## src/rtl/cache_flush_controller.sv

```systemverilog
// FENCE.I sequencer: clean D-cache, drain write-backs, invalidate I-cache, redirect fetch once.
// Latency D+I+2 cycles to redirect; FLUSH_OVERLAP_EN runs the I-cache sweep alongside the clean.
// Backpressure: ready-low / wb-busy cycles extend the flush; o_stall_out holds MEM throughout.
module cache_flush_controller #(
  parameter int DCACHE_LINES = 64,
  parameter int ICACHE_LINES = 64
) (
  input  logic                            i_clk,
  input  logic                            i_rst,
  input  logic                            i_flush_req,
  input  logic [63:0]                     i_flush_target_pc,
  output logic                            o_stall_out,
  output logic                            o_dclean_valid,
  output logic [$clog2(DCACHE_LINES)-1:0] o_dclean_idx,
  input  logic                            i_dclean_ready,
  input  logic                            i_dcache_wb_idle,
  output logic                            o_iinv_en,
  output logic [$clog2(ICACHE_LINES)-1:0] o_iinv_idx,
  output logic                            o_redirect_valid,
  output logic [63:0]                     o_redirect_pc,
  output logic                            o_busy
);

  localparam int DW = $clog2(DCACHE_LINES);
  localparam int IW = $clog2(ICACHE_LINES);
  localparam logic [DW-1:0] D_LAST = DW'(DCACHE_LINES - 1);
  localparam logic [IW-1:0] I_LAST = IW'(ICACHE_LINES - 1);

  typedef enum logic [2:0] {
    S_IDLE,
    S_DCLEAN,
    S_DRAIN,
    S_IINV,
    S_REDIRECT
  } state_t;

  state_t        r_state;
  logic [DW-1:0] r_d_cnt;
  logic [IW-1:0] r_i_cnt;
  logic [63:0]   r_target;
  logic          r_dclean_valid;
  logic          r_iinv_en;
  logic          r_redirect_valid;
  logic [63:0]   r_redirect_pc;
`ifdef FLUSH_OVERLAP_EN
  logic          r_i_done;
`endif

  logic w_d_last;
  logic w_i_last;

  assign w_d_last = (r_d_cnt == D_LAST);
  assign w_i_last = (r_i_cnt == I_LAST);

  always_ff @(posedge i_clk or posedge i_rst) begin
    if (i_rst) begin
      r_state          <= S_IDLE;
      r_d_cnt          <= '0;
      r_i_cnt          <= '0;
      r_target         <= '0;
      r_dclean_valid   <= 1'b0;
      r_iinv_en        <= 1'b0;
      r_redirect_valid <= 1'b0;
      r_redirect_pc    <= '0;
`ifdef FLUSH_OVERLAP_EN
      r_i_done         <= 1'b0;
`endif
    end else begin
      r_redirect_valid <= 1'b0;
      r_redirect_pc    <= '0;
      // The I-cache sweep runs off its own strobe so it can overlap DCLEAN when enabled.
      if (r_iinv_en) begin
        r_i_cnt <= r_i_cnt + 1'b1;
        if (w_i_last) begin
          r_iinv_en <= 1'b0;
`ifdef FLUSH_OVERLAP_EN
          r_i_done  <= 1'b1;
`endif
        end
      end
      case (r_state)
        S_IDLE: begin
          r_d_cnt <= '0;
          r_i_cnt <= '0;
`ifdef FLUSH_OVERLAP_EN
          r_i_done <= 1'b0;
`endif
          if (i_flush_req) begin
            r_target       <= i_flush_target_pc;
            r_dclean_valid <= 1'b1;
            r_state        <= S_DCLEAN;
`ifdef FLUSH_OVERLAP_EN
            r_iinv_en      <= 1'b1;
`endif
          end
        end
        S_DCLEAN: begin
          if (i_dclean_ready) begin
            r_d_cnt <= r_d_cnt + 1'b1;
            if (w_d_last) begin
              r_dclean_valid <= 1'b0;
              r_state        <= S_DRAIN;
            end
          end
        end
        S_DRAIN: begin
          if (i_dcache_wb_idle) begin
`ifdef FLUSH_OVERLAP_EN
            if (r_i_done || (r_iinv_en && w_i_last)) begin
              r_redirect_valid <= 1'b1;
              r_redirect_pc    <= r_target;
              r_state          <= S_REDIRECT;
            end else begin
              r_state <= S_IINV;
            end
`else
            r_iinv_en <= 1'b1;
            r_state   <= S_IINV;
`endif
          end
        end
        S_IINV: begin
          if (r_iinv_en && w_i_last) begin
            r_redirect_valid <= 1'b1;
            r_redirect_pc    <= r_target;
            r_state          <= S_REDIRECT;
          end
        end
        S_REDIRECT: begin
          r_state <= S_IDLE;
        end
        default: begin
          r_state <= S_IDLE;
        end
      endcase
    end
  end

  assign o_busy           = (r_state != S_IDLE);
  assign o_stall_out      = i_flush_req || o_busy;
  assign o_dclean_valid   = r_dclean_valid;
  assign o_dclean_idx     = r_d_cnt;
  assign o_iinv_en        = r_iinv_en;
  assign o_iinv_idx       = r_i_cnt;
  assign o_redirect_valid = r_redirect_valid;
  assign o_redirect_pc    = r_redirect_pc;

endmodule

```

## config.mk

```make
export PLATFORM = sky130hd
export DESIGN_NAME = cache_flush_controller
export DESIGN_NICKNAME = d
export VERILOG_FILES = /design/src/rtl/cache_flush_controller.sv
export SDC_FILE = /design/constraint.sdc
export NUM_CORES = 1
export LEC_CHECK = 0
export ABC_CLOCK_PERIOD_IN_PS = 6500
export BUFFER_PORTS_ARGS = -buffer_cell sky130_fd_sc_hd__buf_2
export CAP_MARGIN = 5
export CORE_MARGIN = 2
export CORE_UTILIZATION = 35
export DETAILED_ROUTE_END_ITERATION = 8
export SYNTH_ARGS = -nofsm -noshare
export SYNTH_HDL_FRONTEND = slang
export SYNTH_SLANG_ARGS = --single-unit
```

## constraint.sdc

```tcl
create_clock -name i_clk -period 6.5 [get_ports i_clk]
set_input_delay 0.325 -clock i_clk [delete_from_list [all_inputs] [get_ports i_clk]]
set_output_delay 0.325 -clock i_clk [all_outputs]
set_load 0.02 [all_outputs]
```

# Yosys cells after proc, flatten, opt, wreduce, memory -nomap -nowiden

Index checks and enable logic that the tools add are counted.

Word-level logic and storage cells: 52
Flip-flop bits (word level): 146
Input bits: 69
Output and inout port bits: 81

Reduce and logical (&&, ||, !) cells: 10
Eq/ne operators: 10
Multiplexer cells: 22
Add/sub/neg operators: 2

Operators by type and width:

| cell                  | count |
|---|---|
| $mux W64              | 2 |
| $mux W6               | 3 |
| $mux W3               | 5 |
| $add A6 B1 Y6 const B | 2 |
| $eq A6 B6 Y1 const B  | 2 |
| $pmux W3 S4           | 1 |
| $pmux W6 S2           | 1 |
| $ne A2 B2 Y1 const B  | 5 |
| $mux W1               | 9 |
| $eq A3 B2 Y1 const B  | 2 |
| $reduce_and A5 Y1     | 1 |
| $reduce_and A2 Y1     | 2 |
| $reduce_and A4 Y1     | 1 |
| $reduce_bool A2 Y1    | 2 |
| $eq A3 B1 Y1 const B  | 1 |
| $logic_not A3 Y1      | 1 |
| $reduce_bool A3 Y1    | 1 |
| $pmux W1 S2           | 1 |
| $logic_and A1 B1 Y1   | 1 |
| $logic_or A1 B1 Y1    | 1 |

# Longest topological paths before layout

Depth after elaboration: 5
Depth in mapped cells: 7
Gate-level depth less buffers: 5

# Least setup slack after synthesis

OpenSTA, ideal clock, no wires.

Path kind: register to register
From: register r_i_cnt[0] (netlist: o_iinv_idx[0])
To: register r_redirect_pc[10] (netlist: o_redirect_pc[10])
Path buffers: 2
Stages on the path, launching flop included: 8
Clock period less this slack: 1.767 ns
Data arrival time: 1.702 ns
Path slack: 4.733 ns
Library setup time: 0.066 ns
Required time: 6.434 ns
Cell sequence: dfrtp_1 -> ha_1 -> nand4_2 -> or2_1 -> nor3b_2 -> buf_4 -> buf_6 -> and2_1

Cells in the longest elaborated chain, start to end: 4

RTL lines:

| item                     | line | RTL |
|---|---|---|
| start: declaration       | 39   | `logic [IW-1:0] r_i_cnt;` |
| start signal: assignment | 73   | `r_i_cnt <= r_i_cnt + 1'b1;` |
| $eq A6 B6 Y1             | 53   | `assign w_i_last = (r_i_cnt == I_LAST);` |
| $logic_and A1 B1 Y1      | 123  | `if (r_iinv_en && w_i_last) begin` |
| $mux W64                 | 123  |  |
| $mux W64                 | 81   | `case (r_state)` |
| end signal: assignment   | 125  | `r_redirect_pc <= r_target;` |
| end: declaration         | 44   | `logic [63:0] r_redirect_pc;` |

No other way between the ends.
A chain may end at the register's enable or synchronous reset.

# Worst setup path after layout

From: register r_state[1]
To: register r_target[10]

Cells in the longest elaborated chain, start to end: 2

RTL lines:

| item                        | line | RTL |
|---|---|---|
| start: declaration          | 37   | `state_t r_state;` |
| start signal: assignment    | 57   | `r_state <= S_IDLE;` |
| start signal: assignment    | 91   | `r_state <= S_DCLEAN;` |
| start signal: assignment    | 102  | `r_state <= S_DRAIN;` |
| $logic_not A3 Y1            | 81   |  |
| $reduce_and A2 Y1 (no line) | n/a  |  |
| end signal: assignment      | 89   | `r_target <= i_flush_target_pc;` |
| end: declaration            | 40   | `logic [63:0] r_target;` |

No other way between the ends.

==> out/summary.txt <==
Post-synthesis instance area: 5365 um^2
Class of the tightest hold or removal check: primary input to async pin
RSZ-0062 raised after global routing: false
Vias after detailed routing: 3266
Share of post-route cells with drive strength above 1: 43.43%
Clk slew on worst S/H paths: 60 ps
Layout overhead on the synthesized area: 27.31%
Critical path peak fanout: 65
Global-route wire length before repair: 16700 um
Number of synthesized flops with an enable pin: 0
Die H: 127.8 um
Worst setup path category: flip-flop to flip-flop
Clk sink count: 146
Worst-case clock skew: 5.446 ps
Flip-flop and latch count after synthesis: 146
TritonCTS Buffers: 17
CP Buf/Inv Count: 0
Pre-Repair DR Iteration Count: 4
Cell at the slowest stage of the critical path: sky130_fd_sc_hd__nor3_1
Clock tree from TritonCTS: yes
Kind of cell with the highest combined delay on the critical path: simple AND/OR/NAND/NOR gates
Average routed wire per standard cell: 14.43 um
Required time of the critical path: 6800 ps
Remaining routing DRC violations: 0
Count of cell types in the netlist: 37
HPWL Detailed: 6679 um
Maximum capacitance violations: 0
Async set-or-reset flop fraction in the synthesized netlist: 100.0%
Worst slew margin: 22.89%
Leakage power summed over all cells: 3.595 nW
Largest stage delay on the critical path: 970 ps
Post-layout min period: 2949 ps
Fill cell count: 1369
Detailed router's first-iteration violation count: 98
Net count reported at finish: 583
Pins over their slew limit: 0
Maximum number of pins on one net before global-route repair: 96
Pwr Density: 340.8 nW/um^2
Overall overflow remaining after global route: 0
Post-CTS Hold Fix Bufs: 0
Diodes inserted: 0
Final Hold Vio Count: 0
Last weighted congestion value of the routability-driven placer: 0.8037
Level count of the clock H-tree: 4
Horizontal die dimension: 127.8 um
Cts repair resizes: 0
Floorplan core area: 15090 um^2
Actual transition at the worst max-transition pin: 1148 ps
Overall fraction of global-route tracks in use: 13.34%
Worst voltage drop across the vdd grid: 0.1739 mV
Number of top-level design ports: 150
Post-synth net total: 432
Antenna Nets Post-Route: 0
Port buffer count: 149
Tcrit/Tclk final: 45.37%
Detailed-route vias per instance: 4.581
DIE AREA: 16340 um^2
Worst Path Arrival: 3240 ps
Fmax: 339.1 MHz
Status: completed
Maximum count of clock buffers along a single path: 2
Synth Area per Inst: 14.86 um^2
Number of global-route vias before repair: 3391
Count of mapped cells out of synthesis: 361
Master cell of the clock root buffer: sky130_fd_sc_hd__clkbuf_16
Critical Path Start Type: flip-flop
Crit path cell chain: nor3_1, and2_4, mux2_2
Yosys warnings: 0
Most frequently used flop master after synthesis: sky130_fd_sc_hd__dfrtp_1
Crit path capture type: flip-flop
Initial cell density of the core: 35.56%
Total Wirelength: 10290 um
Total power: 2.328 mW
Sequential-to-total area share from yosys stat: 68.10%
Antenna violations before repair: 0
Buffers inserted by post-CTS timing repair: 0
Worst-Skew Late Latency: 410 ps
Number of rows in the core area: 45
Sum Neg Setup Slack: 0 ps
Number of setup violations in the final report: 0
[final timing paths]
path,startpoint,to,slack (ps),depth (start not counted)
worst max register to register,r_state[1],r_target[10],3550,3
worst max-delay path,r_state[1],r_target[10],3550,3
max in group asynchronous,i_rst,o_redirect_pc[0],5190,3
min in group i_clk,i_flush_target_pc[60],r_target[60],120,2
worst min-delay path,i_rst,o_redirect_pc[1],100,2
worst min register to register,r_target[19],o_redirect_pc[19],470,1
[synthesized netlist by cell type (2+ instances only)]
| cell type | instances | area share (%) |
|---|---|---|
| sky130_fd_sc_hd__ha_1 | 2 | 0.47 |
| sky130_fd_sc_hd__nand2b_1 | 2 | 0.23 |
| sky130_fd_sc_hd__buf_4 | 3 | 0.42 |
| sky130_fd_sc_hd__inv_1 | 3 | 0.21 |
| sky130_fd_sc_hd__dfrtp_1 | 146 | 68 |
| sky130_fd_sc_hd__nor2_1 | 12 | 0.84 |
| sky130_fd_sc_hd__nor4_1 | 3 | 0.35 |
| sky130_fd_sc_hd__buf_6 | 10 | 2.1 |
| sky130_fd_sc_hd__mux2_2 | 45 | 9.4 |
| sky130_fd_sc_hd__clkbuf_1 | 2 | 0.14 |
| sky130_fd_sc_hd__nor2b_1 | 2 | 0.23 |
| sky130_fd_sc_hd__o21ai_0 | 3 | 0.28 |
| sky130_fd_sc_hd__buf_2 | 4 | 0.37 |
| sky130_fd_sc_hd__a211oi_1 | 2 | 0.28 |
| sky130_fd_sc_hd__xor2_1 | 3 | 0.49 |
| sky130_fd_sc_hd__a21oi_1 | 2 | 0.19 |
| sky130_fd_sc_hd__nand2_1 | 6 | 0.42 |
| sky130_fd_sc_hd__and2_1 | 65 | 7.6 |
| sky130_fd_sc_hd__mux2_1 | 20 | 4.2 |
| sky130_fd_sc_hd__xnor2_1 | 4 | 0.65 |
| sky130_fd_sc_hd__nand3_1 | 6 | 0.56 |
[sequential cells by signal, summed over array words and instances, names as in the netlist]
register          flops
r_state               3
o_iinv_idx            6
o_redirect_pc        64
o_dclean_idx          6
r_target             64
o_dclean_valid        1
o_iinv_en             1
o_redirect_valid      1
[report_power, final]
group | switching, mW | leakage (nW) | internal, mW | total [mW]
registers | 0.0726 | 1.95 | 0.985 | 1.06
clock network | 0.357 | 0.294 | 0.646 | 1.00
logic | 0.150 | 1.35 | 0.117 | 0.267
[placed cells by master, fill, tap and decap left out, drive strengths merged, types with 2 or more instances in the layout]
master	synthesis	layout
inv	3	3
xnor2	4	4
nand4	2	2
mux2	65	65
and2	65	65
xor2	3	3
nor2	12	12
nand3	6	6
nor4	3	3
clkinv	0	2
nand2	6	6
o21ai	3	3
ha	2	2
clkinvlp	0	2
a211oi	2	2
clkbuf	2	25
a21oi	2	2
nor3b	2	2
dfrtp	146	146
nor2b	2	2
nand2b	2	2
bufinv	0	3
buf	17	151
[cell type report]
type,instances,area [um^2],area share [%]
clock buffer,25,495.5,7.254
tap,188,235.2,3.444
sequential,146,3654,53.49
multi-input combinational,193,1546,22.64
timing repair buffer,151,760.7,11.14
inverter,3,16.27,0.2381
clock inverter,7,122.6,1.795
[metrics by stage]
| step | area [um^2] | worst slack, ps | util, % | hold WS (ps) | std cells |
|---|---|---|---|---|---|
| after CTS | 6830 | 3517 | 45.27 | 103.1 | 713 |
| after global placement | 6212 | 3640 | 41.17 | 451.7 | 681 |
| after floorplan | 5365 | 2252 | - | 445.5 | 361 |
| final | 6830 | 3551 | 45.27 | 98.19 | 713 |
| after detailed placement | 6212 | 3535 | 41.17 | 461.3 | 681 |
| after global routing | 6830 | 3260 | 45.27 | 115.1 | 713 |
[metal layers]
metal	wire length [um]	GRT usage [%]
met1	4631	16.88
met2	4712	19.97
met3	756	5.134
met4	190	6.787
met5	0	0
[cells by family (layout without fill, tap and decap cells)]
kind of cell,after synthesis,after routing,share of synthesized area (%)
AND/OR/NAND/NOR,106,106,11.75
adder cells (fa/ha/maj),2,2,0.4663
XOR/XNOR,7,7,1.143
AO/OA/AOI/OAI,12,12,1.469
multiplexers,66,66,13.83
buffers and inverters,22,186,3.242
flip-flops,146,146,68.10
No activity file was read; power rests on OpenSTA's default activity.
